==> src/rtl/seg7_if.sv <==
// Load bus for the 7-segment controller: one valid/ready handshake carrying
// a whole display image (digits, decimal points, blink mask, blanking, brightness).
interface seg7_if #(
    parameter int N_DIGITS = 6,
    parameter int PWM_BITS = 4
);
    logic                  in_valid;
    logic                  in_ready;
    logic [4*N_DIGITS-1:0] in_data;
    logic [N_DIGITS-1:0]   in_dp;
    logic [N_DIGITS-1:0]   in_blink;
    logic                  in_lzb;
    logic [PWM_BITS-1:0]   in_bright;

    modport master (output in_valid, in_data, in_dp, in_blink, in_lzb, in_bright,
                    input  in_ready);
    modport slave  (input  in_valid, in_data, in_dp, in_blink, in_lzb, in_bright,
                    output in_ready);
endinterface

==> src/rtl/seg7_ctrl.sv <==
// N-digit 7-segment controller: shadow load -> decode stage -> gated output register
// driving active-low {dp,g,f,e,d,c,b,a} segments with blanking, blink and PWM dimming.
module seg7_digit (
    input  logic [3:0] nib,
    input  logic       dp,
    input  logic       blank,
    output logic [7:0] seg
);
    logic [6:0] code;

    always_comb begin
        code = 7'h7F;
        case (nib)
            4'h0: code = 7'h40;
            4'h1: code = 7'h79;
            4'h2: code = 7'h24;
            4'h3: code = 7'h30;
            4'h4: code = 7'h19;
            4'h5: code = 7'h12;
            4'h6: code = 7'h02;
            4'h7: code = 7'h78;
            4'h8: code = 7'h00;
            4'h9: code = 7'h10;
            4'hA: code = 7'h08;
            4'hB: code = 7'h03;
            4'hC: code = 7'h46;
            4'hD: code = 7'h21;
            4'hE: code = 7'h06;
            4'hF: code = 7'h0E;
            default: code = 7'h7F;
        endcase
    end

    // A blanked digit keeps its decimal point.
    assign seg = {~dp, blank ? 7'h7F : code};
endmodule

module seg7_ctrl #(
    parameter int N_DIGITS  = 6,
    parameter int BLINK_DIV = 25_000_000,
    parameter int PWM_BITS  = 4
) (
    input  logic                  clk,
    input  logic                  rst,
    seg7_if.slave                 bus,
    output logic [8*N_DIGITS-1:0] hex
);
    localparam int BW = (BLINK_DIV > 2) ? $clog2(BLINK_DIV) : 1;

    typedef struct packed {
        logic [N_DIGITS-1:0][3:0] nib;
        logic [N_DIGITS-1:0]      dp;
        logic [N_DIGITS-1:0]      blink;
        logic                     lzb;
        logic [PWM_BITS-1:0]      bright;
    } ld_t;

    typedef struct packed {
        logic [N_DIGITS-1:0][7:0] seg;
        logic [N_DIGITS-1:0]      blink;
        logic [PWM_BITS-1:0]      bright;
    } dec_t;

    ld_t                      shd;
    dec_t                     dec;
    logic                     shd_vld, loaded, rdy, acc;
    logic [BW-1:0]            bcnt;
    logic                     phase;
    logic [PWM_BITS-1:0]      pwm_cnt;
    logic [N_DIGITS:0]        zhi;
    logic [N_DIGITS-1:0][7:0] seg_d, gated;
    logic                     en;

    assign bus.in_ready = rdy;
    assign acc          = bus.in_valid & rdy;

    always_ff @(posedge clk) begin
        if (rst) begin
            rdy     <= 1'b0;
            shd     <= '0;
            shd_vld <= 1'b0;
            dec     <= '0;
            loaded  <= 1'b0;
        end else begin
            rdy     <= ~acc;
            shd_vld <= acc;
            if (acc) begin
                shd.nib    <= bus.in_data;
                shd.dp     <= bus.in_dp;
                shd.blink  <= bus.in_blink;
                shd.lzb    <= bus.in_lzb;
                shd.bright <= bus.in_bright;
            end
            if (shd_vld) begin
                dec.seg    <= seg_d;
                dec.blink  <= shd.blink;
                dec.bright <= shd.bright;
                loaded     <= 1'b1;
            end
        end
    end

    // zhi[i]: digit i and all digits above it are zero.
    assign zhi[N_DIGITS] = 1'b1;
    for (genvar i = 0; i < N_DIGITS; i++) begin : g_dig
        logic blank;
        assign zhi[i] = zhi[i+1] & (shd.nib[i] == 4'h0);
        if (i == 0) begin : g_lsd
            assign blank = 1'b0;
        end else begin : g_hi
            assign blank = shd.lzb & zhi[i];
        end
        seg7_digit u_dig (.nib(shd.nib[i]), .dp(shd.dp[i]), .blank(blank), .seg(seg_d[i]));
    end

    always_ff @(posedge clk) begin
        if (rst) begin
            bcnt    <= '0;
            phase   <= 1'b0;
            pwm_cnt <= '0;
        end else begin
            pwm_cnt <= pwm_cnt + 1'b1;
            if (bcnt == BW'(BLINK_DIV - 1)) begin
                bcnt  <= '0;
                phase <= ~phase;
            end else begin
                bcnt <= bcnt + 1'b1;
            end
        end
    end

    assign en = (pwm_cnt < dec.bright) | (&dec.bright);

    always_comb begin
        gated = '1;
        for (int i = 0; i < N_DIGITS; i++)
            if (loaded && en && !(dec.blink[i] && phase))
                gated[i] = dec.seg[i];
    end

    always_ff @(posedge clk) begin
        if (rst) hex <= '1;
        else     hex <= gated;
    end
endmodule

==> src/flat_wrapper.sv <==
// flat-port wrapper written by rule: the top's interface ports become plain ports
module seg7_ctrl_flat 
#(
    parameter int N_DIGITS  = 6,
    parameter int BLINK_DIV = 25_000_000,
    parameter int PWM_BITS  = 4
)
  (clk, rst, hex, bus_in_valid, bus_in_data, bus_in_dp, bus_in_blink, bus_in_lzb, bus_in_bright, bus_in_ready);
  seg7_if #(.N_DIGITS(N_DIGITS), .PWM_BITS(PWM_BITS)) bus_i ();
  input  logic clk;
  input  logic rst;
  output logic [8*N_DIGITS-1:0] hex;
  input wire logic [$bits(bus_i.in_valid)-1:0] bus_in_valid;
  input wire logic [$bits(bus_i.in_data)-1:0] bus_in_data;
  input wire logic [$bits(bus_i.in_dp)-1:0] bus_in_dp;
  input wire logic [$bits(bus_i.in_blink)-1:0] bus_in_blink;
  input wire logic [$bits(bus_i.in_lzb)-1:0] bus_in_lzb;
  input wire logic [$bits(bus_i.in_bright)-1:0] bus_in_bright;
  output wire logic [$bits(bus_i.in_ready)-1:0] bus_in_ready;
  assign bus_i.in_valid = bus_in_valid;
  assign bus_i.in_data = bus_in_data;
  assign bus_i.in_dp = bus_in_dp;
  assign bus_i.in_blink = bus_in_blink;
  assign bus_i.in_lzb = bus_in_lzb;
  assign bus_i.in_bright = bus_in_bright;
  assign bus_in_ready = bus_i.in_ready;
  seg7_ctrl #(.N_DIGITS(N_DIGITS), .BLINK_DIV(BLINK_DIV), .PWM_BITS(PWM_BITS)) u_core (.clk(clk), .rst(rst), .bus(bus_i), .hex(hex));
endmodule
==> config.mk <==
export PLATFORM = sky130hd
export DESIGN_NAME = seg7_ctrl_flat
export DESIGN_NICKNAME = d
export VERILOG_FILES = /design/src/rtl/seg7_if.sv /design/src/rtl/seg7_ctrl.sv /design/src/flat_wrapper.sv
export SDC_FILE = /design/constraint.sdc
export NUM_CORES = 1
export LEC_CHECK = 0
export CAP_MARGIN = 20
export CORE_MARGIN = 2
export CORE_UTILIZATION = 45
export DETAILED_ROUTE_END_ITERATION = 7
export DONT_BUFFER_PORTS = 1
export HOLD_SLACK_MARGIN = 0.06
export PLACE_DENSITY = 0.66
export RECOVER_POWER = 25
export SLEW_MARGIN = 25
export SYNTH_ARGS = -nofsm -noshare
export SYNTH_HDL_FRONTEND = slang
export SYNTH_SLANG_ARGS = --single-unit
==> constraint.sdc <==
create_clock -name clk -period 2.9 [get_ports clk]
set_clock_uncertainty 0.1 [all_clocks]
set_input_delay 0.87 -clock clk [delete_from_list [all_inputs] [get_ports clk]]
set_output_delay 0.87 -clock clk [all_outputs]
set_load 0.005 [all_outputs]
* Word level (Yosys, flattened, before mapping)
Memory sizes are Yosys's and may differ from the RTL's. A register that Yosys moved wholly into a read port is not among the register bits.
Index checks and enable logic that the tools add are counted.
** Word-level totals
- Flip-flop bits (word level) :: 180
- Bits in read-only memories :: 672
- Input port bits :: 44
- Output and inout port bits :: 49
- Memories :: 6
- Word-level logic and storage cells :: 112
** Cells by class
- Bitwise operators :: 25
- Muxes and demuxes :: 15
- Reductions and logical operators :: 32
- Equal/unequal tests :: 1
- $lt $le $gt $ge :: 1
- Add/subtract/negate cells :: 2
** Memory list
- (no name shown) :: depth 16, width 7, read ports 1, clocked after Yosys merged registers in 1, write ports 0, RTL line seg7_ctrl.sv:13 : case (nib)
- (no name shown) :: depth 16, width 7, read ports 1, clocked after Yosys merged registers in 1, write ports 0, RTL line seg7_ctrl.sv:13
- (no name shown) :: depth 16, width 7, read ports 1, clocked after Yosys merged registers in 1, write ports 0, RTL line seg7_ctrl.sv:13
- (no name shown) :: depth 16, width 7, read ports 1, clocked after Yosys merged registers in 1, write ports 0, RTL line seg7_ctrl.sv:13
- (no name shown) :: depth 16, width 7, read ports 1, clocked after Yosys merged registers in 1, write ports 0, RTL line seg7_ctrl.sv:13
- (no name shown) :: depth 16, width 7, read ports 1, clocked after Yosys merged registers in 1, write ports 0, RTL line seg7_ctrl.sv:13
** Operators by type and width (number)
- two-way mux 4 bit :: 10
- two-way mux 7 bit :: 5
- adder 25 x 1 -> 25 bit, second input constant :: 1
- == test 25 bit, second input constant :: 1
- logical NOT 4 bit :: 5
- NOT 1 bit :: 14
- OR reduction 2 bit :: 7
- logical AND 1 bit :: 13
- AND 1 bit :: 10
- logical NOT 1 bit :: 6
- adder 4 x 1 -> 4 bit, second input constant :: 1
- < comparator 4 bit :: 1
- AND reduction 4 bit :: 1
- OR 1 bit :: 1

* Depth between registers and ports, before layout
Gate-level depths: netlist of the first run.
- Depth in word-level cells :: 7
- Depth in mapped cells :: 10
- Mapped depth without buffers :: 8

* Modules after synthesis
A second synthesis of the first run with hierarchy kept.
** Second synthesis, totals
- Cells, all modules :: 849
- Area total of the unflattened synthesis :: 8244.2 um2
** By module, submodules not included
- seg7_ctrl :: cells each 633, area an instance 6431.2 um2, seq. area each 3603.5 um2, instances 1
- seg7_digit at u_core.g_dig[0].u_dig ... :: cells each 36, area an instance 302.8 um2, seq. area each 0.0 um2, instances 5
- seg7_digit at u_core.g_dig[1].u_dig :: cells each 36, area an instance 299.0 um2, seq. area each 0.0 um2, instances 1

* Worst setup path after synthesis of the first run
Ideal clock, no wire load.
- Path kind :: input port to flip-flop
- Start :: input port bus_in_valid
- End :: register u_core.g_dig[1].u_dig.code[3] (netlist name)
- Path buffers :: 2
- Required time :: 2.666 ns
- Stages on the path :: 9
- Arrival :: 2.696 ns
- Library setup time :: 0.134 ns
- Setup slack :: -0.030 ns
- Path through :: clkbuf_1 -> and2_1 -> clkbuf_1 -> nand2_1 -> a21oi_1 -> inv_1 -> ha_1 -> inv_1 -> mux4_2
** On the way
- Longest elaborated chain between the ends :: 3
** Ends and longest elaborated chain
- start: declaration :: RTL line flat_wrapper.sv:13 : input wire logic [$bits(bus_i.in_valid)-1:0] bus_in_valid;
- AND 1 bit :: RTL line seg7_ctrl.sv:75 : assign acc = bus.in_valid & rdy;
- two-way mux 4 bit (no source line) (2 in a row)
No other way between the ends.
A chain may end at the register's enable or synchronous reset.

* Worst setup path in the final report of the first run
- Start :: register u_core.bcnt[0]
- End :: register u_core.bcnt[6]
** On the way
- Longest elaborated chain between the ends :: 2
- Elaborated cells on any way between the ends :: 3
- Classes of those cells :: add/sub: 1; eq/ne: 1; reduce/logical: 1
** Ends and longest elaborated chain
- start: declaration :: RTL line seg7_ctrl.sv:67 : logic [BW-1:0] bcnt;
- start signal: assignment :: RTL line seg7_ctrl.sv:127 : bcnt <= bcnt + 1'b1;
- branches (longest 2 deep; another with adder 25 x 1 -> 25 bit)
Several ways; the timed one is not identified.

==> impl_metrics.yaml, run 1 <==
sta:
  finalHoldViolations: 0
  tightest_slew_ns: 1.028
  period_share_pct: 82.26
  setup_tns_ns: 0
  final_max_slew_viol_count: 0
  period_minus_slack_ns: 2.386
  fin_ws_ns: 0.5145
  rsz0062_at_grt: "false"
  setup_viol_count_final: 0
  max_freq_ghz: 0.4192
  relSlewSlack_pct: 31.49
synth:
  synth_cell_type_count: 54
  yosysTopAreaCell: "dfxtp_1"
  yosysSeqAreaShare_pct: 48.11
  netlist_area_sq_um: 8946
  async_flop_share_pct: 0
  synthCells: 965
  netlist_top_cells_area: "dfxtp_1, ha_1, nor2_1"
  ys.flop_type: "dfxtp_1"
  synth_edf_count: 0
  avgSynthCellArea_sq_um: 9.271
  synth_seq_cells: 215
  synth_top_area_share_pct: 48.11
  synthesis.nets: 1050
  yosys_warnings: 0
final_layout:
  final_common_cell: "dfxtp_1"
  fill_cells: 1836
  multi_input_area_sq_um: 4130
  final-seq-area_sq_um: 4308
  mostFrequentLayoutCells: "dfxtp_1, nor2_1, nand2_1"
  final_util_pct: 50.94
  n_antenna_cell: 0
  drive_gt1_share_pct: 10.19
  final_nets: 1044
  syn_to_final_growth_pct: 10.83
  design_area_sq_um: 9915
worst_setup_path:
  crit_path_max_incr_delay_ns: 0.58
  worst_r2r_endpoint: "u_core.bcnt[6]"
  r2r_cells: 6
  crit_end: "u_core.bcnt[6]"
  rr_startpoint: "u_core.bcnt[0]"
  rrSetupSlack_ns: 0.51
  critical_path_class: "reg2reg"
  path_max_fanout: 11
  cp_cell_sequence: "ha_1, nand2_1, or4_4, o31ai_4, buf_4, nor2_1"
  startpoint: "u_core.bcnt[0]"
  startpoint_type: "flop"
  end_kind: "flop"
  slowest_stage: "or4_4"
  worstPathRequired_ns: 3.18
  crit_arrival_ns: 2.66
pwr:
  vdd_drop_max_mv: 0.3073
  power.density_nw_per_um2: 634.7
  leakagePower_uw: 0.003690
  power_switching_uw: 1399
  power_switching_share_pct: 22.23
  clkPwrFrac_pct: 43.5
  p_comb_share_pct: 6.6
  internal-power_uw: 4894
  pwr-share-seq_pct: 49.9
clock_network:
  root_buffer: "clkbuf_16"
  ctsLongestPathBuffers: 3
  htreeDepth: 1
  clock-sinks: 215
  insertion_delay_ns: 0.49
  cts_buffers: 23
  cts_tree: "built"
  hold_buffers: 0
  post_cts_resized: 0
  clk_pin_slew_ns: 0.06
  cts_setup_buffers: 0
status:
  status: "finished clean"
job:
  maxCapViolations: 0
route:
  drc: 0
  dr.pass1.iters: 4
  postRouteAntennaNets: 0
  vias: 6446
  totalWireLength_mm: 18.05
  avgViaCountPerCell: 5.211
  drt_iter0_markers: 280
  wl_per_cell_um: 14.59
die:
  fp.dieArea_sq_um: 21020
  start_util_pct: 45.97
  die_width_um: 145.0
  die_h_um: 145.0
  io_pins: 93
  row_count: 51
  coreArea_sq_um: 19460
placed_design:
  dp_hpwl_mm: 12.24
  gp_congestion: 0.7996
  io_buffers: 0
  dp_slack_ns: 0.2720
  dpl_cell_area_sq_um: 9274
global_route:
  grt_pass1_vias: 5910
  antenna_found_initial: 0
  grt_max_degree: 97
  track_usage_pct: 16.72
  overflow: 0
  grt_pass1_wl_mm: 29.68
worst_hold_path:
  hp-class: "reg2reg"
[through the flow]
step	instances	total power [uW]	hold WS, ns
floorplan	965	3539	0.3096
global placement	1199	3624	0.3249
detailed placement	1199	3632	0.3291
CTS	1237	6374	0.3322
global route	1237	6578	0.3318
finish	1237	6293	0.3350
[cell families after synthesis]
logic type | synth area share (%)
AND/OR/NAND/NOR | 15.27
flip-flops | 48.11
multiplexers | 5.748
adder cells (fa/ha/maj) | 5.734
AO/OA/AOI/OAI | 17.65
buffers and inverters | 5.818
XOR/XNOR | 1.664
[synthesized netlist by cell type (6+ instances only)]
| library cell | instances |
|---|---|
| or3_1 | 7 |
| a21oi_1 | 60 |
| a21bo_2 | 14 |
| nor2b_1 | 6 |
| o31ai_1 | 6 |
| and3_1 | 8 |
| mux2_2 | 7 |
| a211oi_1 | 22 |
| dfxtp_1 | 215 |
| mux2i_1 | 30 |
| o2bb2ai_1 | 7 |
| nand3_1 | 28 |
| o21ai_0 | 57 |
| inv_1 | 67 |
| o2111ai_1 | 8 |
| buf_2 | 14 |
| a311oi_1 | 15 |
| or4_1 | 9 |
| nor3b_1 | 11 |
| ha_1 | 41 |
| clkbuf_1 | 45 |
| o221a_2 | 14 |
| nor2_1 | 117 |
| nand2_1 | 70 |
| nor3_1 | 6 |
| mux4_2 | 6 |
| xnor2_1 | 13 |
[power by group through the flow]
stage,Combinational [uW],Clock (uW),Sequential [uW]
finish,416,2740,3140
global route,473,2950,3160
CTS,427,2800,3140
detailed placement,426,0,3210
global placement,419,0,3200
floorplan,360,0,3180
[worst min path at each step]
| stage | depth (start not counted) | slack (ns) | startpoint | endpoint |
|---|---|---|---|---|
| 3_5_place_dp | 1 | 0.33 | u_core.shd[15] | u_core.dec[49] |
| 3_3_place_gp | 1 | 0.32 | u_core.shd[12] | u_core.dec[25] |
| 6_report | 1 | 0.34 | u_core.shd[15] | u_core.dec[49] |
| 5_1_grt | 1 | 0.33 | rst | u_core.shd[25] |
| 2_1_floorplan | 1 | 0.31 | u_core.pwm_cnt[0] | u_core.pwm_cnt[0] |
| 4_1_cts | 1 | 0.33 | rst | u_core.shd[25] |
[state kept, by name (all words and copies together) (netlist names)]
name	count
u_core.bcnt	25
u_core.loaded	1
u_core.shd	41
u_core.shd_vld	1
u_core.phase	1
u_core.bus.in_ready	1
u_core.g_dig.u_dig.code	35
u_core.dec	58
u_core.pwm_cnt	4
u_core.hex	48
[layout make-up]
class | count | area share, %
flip-flops and latches | 215 | 43.45
multi-input cells | 620 | 41.66
clock buffers | 35 | 6.663
well taps | 265 | 3.344
inverters | 67 | 2.537
repair buffers | 32 | 1.943
clock inverters | 3 | 0.4038
[per-layer routing]
| metal | track usage, % | routed length [um] |
|---|---|---|
| met1 | 22.28 | 8554 |
| met2 | 28.00 | 8443 |
| met3 | 2.987 | 706 |
| met4 | 4.505 | 340 |
| met5 | 0 | 0 |
[worst max-delay path: cells and delay by family (launching register included)]
kind                     cells  cell delay (ns)
AND/OR/NAND/NOR              3             0.80
buffers and inverters        1             0.28
AO/OA/AOI/OAI                1             0.46
flip-flops                   1             0.40
adder cells (fa/ha/maj)      1             0.23
(Power assumes the default switching activity.)
==> run 2: changes to the inputs <==
Settings changed: PLACE_DENSITY 0.66 to 0.64.
Clock period 2.9 ns to 2.27 ns, I/O delays scaled along.
==> run 2 against run 1 <==
Global-route usage up 0.61 points. Sequential share of layout area fell by 2.0 points. Via count rose by 2.2%. Maximum frequency rose by 13%. Register-to-register slack got worse by 0.35 ns. Worst setup slack got worse by 0.35 ns. Critical path depth fell by 2. Hold slack got worse by 0.20 ns. Final area increased by 4.7%. Sequential power rose by 28%. Count of clock-buffer cells in the layout did not move. First-iteration DRC count grew 41%.
==> impl_metrics.yaml, run 2 (synthesis gave the netlist of run 1 again) <==
die:
  fp.dieArea_sq_um: 21020
  io_pins: 93
  start_util_pct: 45.97
  die_width_um: 145.0
  coreArea_sq_um: 19460
  row_count: 51
  die_h_um: 145.0
worst_setup_path:
  critical_path_class: "reg2reg"
  worst_r2r_endpoint: "u_core.bcnt[24]"
  crit_path_max_incr_delay_ns: 0.67
  cp.depth: 4
  crit_family: "simple AND/OR/NAND/NOR gates"
  r2r_cells: 4
  slowest_stage: "or4_4"
  path_max_fanout: 14
  rrSetupSlack_ns: 0.17
  cp_cell_sequence: "nand3_2, or4_4, or4_1, a21oi_1"
  critPathBufInv: 0
  startpoint_type: "flop"
  end_kind: "flop"
  rr_startpoint: "u_core.bcnt[2]"
  worstPathRequired_ns: 2.61
  crit_arrival_ns: 2.44
route:
  wl_per_cell_um: 14.73
  drc: 0
  drt_iter0_markers: 395
  postRouteAntennaNets: 0
  totalWireLength_mm: 18.58
  dr.pass1.iters: 5
  avgViaCountPerCell: 5.223
  vias: 6586
sta:
  tightest_slew_ns: 1.102
  relSlewSlack_pct: 26.51
  rsz0062_at_grt: "false"
  period_share_pct: 92.73
  setup_viol_count_final: 0
  final_max_slew_viol_count: 0
  max_freq_ghz: 0.4751
  finalHoldViolations: 0
  period_minus_slack_ns: 2.105
clock_network:
  root_buffer: "clkbuf_16"
  hold_buffers: 0
  clock-sinks: 215
  cts_tree: "built"
  ctsLongestPathBuffers: 3
  cts_setup_buffers: 0
  clk_pin_slew_ns: 0.06
  htreeDepth: 1
  cts_buffers: 24
  post_cts_resized: 0
  insertion_delay_ns: 0.51
final_layout:
  design_area_sq_um: 10380
  syn_to_final_growth_pct: 15.99
  n_antenna_cell: 0
  biggestRegsByFlops: "u_core.dec (58), u_core.hex (48), u_core.shd (41)"
  largest_reg_flops: 58
  instances_no_fill: 1261
  regMostFlops: "u_core.dec"
  mostFrequentLayoutCells: "dfxtp_1, nor2_1, nand2_1"
  final_nets: 1063
  drive_gt1_share_pct: 15.56
  final_common_cell: "dfxtp_1"
placed_design:
  dp_hpwl_mm: 13.01
  dpl_cell_area_sq_um: 9519
  io_buffers: 0
  gp_congestion: 0.8285
  dp_cells: 1217
worst_hold_path:
  holdPathEnd: "u_core.shd[33]"
  hp-class: "in2reg"
  hp-start: "rst"
  min_path_cells: 1
job:
  maxCapViolations: 0
global_route:
  grt_max_degree: 97
  overflow: 0
  grt_pass1_vias: 6049
  antenna_found_initial: 0
  grt_pass1_wl_mm: 30.84
  track_usage_pct: 17.33
pwr:
  leakagePower_uw: 0.003913
  vdd_drop_max_mv: 0.5146
  power.density_nw_per_um2: 844.7
status:
  status: "finished clean"
run 2: changes by cell type in the layout (fill, tap and decap cells not counted), sizes merged:
cell | previous run | this run
buf | 16 | 41
bufinv | 1 | 4
clkinvlp | 0 | 2
clkbuf | 51 | 44
inv | 67 | 68
run 2: worst max path at each step:
stage	from	to	slack (ns)
2_1_floorplan	bus_in_valid	u_core.g_dig[1].u_dig.code[3]	-0.06
3_3_place_gp	bus_in_valid	u_core.g_dig[4].u_dig.code[3]	0.09
3_5_place_dp	bus_in_valid	u_core.g_dig[4].u_dig.code[3]	0.02
4_1_cts	u_core.bcnt[1]	u_core.bcnt[24]	0.10
5_1_grt	u_core.shd[4]	u_core.dec[23]	0.03
6_report	u_core.bcnt[2]	u_core.bcnt[24]	0.17
run 2: final cells by class:
type	count	area, sq um
Clock buffer	35	723.2
Multi-Input combinational cell	620	4253
Inverter	67	251.5
Clock inverter	9	157.7
Timing Repair Buffer	50	355.3
Tap cell	265	331.6
Sequential cell	215	4304
Fill cell	1757	9086
run 2: stage by stage:
step,worst slack [ns],hold WS (ns),utilization (%),setup TNS (ns),total power [uW]
after floorplan,-0.05640,0.3096,-,-0.08408,4551
after global placement,0.08574,0.3212,48.91,0,4684
after detailed placement,0.01516,0.3250,48.91,0,4691
after CTS,0.1035,0.1309,53.44,0,8862
after global routing,0.02785,0.1223,53.31,0,9117
final,0.1651,0.1399,53.31,0,8765
run 2: worst register-to-register path, cell delays in order (launching register included):
cell and delay [ns]:
dfxtp_1 0.42, nand3_2 0.19, or4_4 0.67, or4_1 0.52, a21oi_1 0.15
run 2: report_power, final:
part | switching, uW | internal (uW)
clock | 1490 | 2670
combinational | 334 | 260
sequential | 85.0 | 3930
run 2: routing by layer:
layer	wire length, um	global-route usage, %	share of wire, %
met5	0	0	0
met4	289	4.505	1.6
met3	869	3.176	4.7
met2	8134	26.81	44
met1	9286	24.95	50
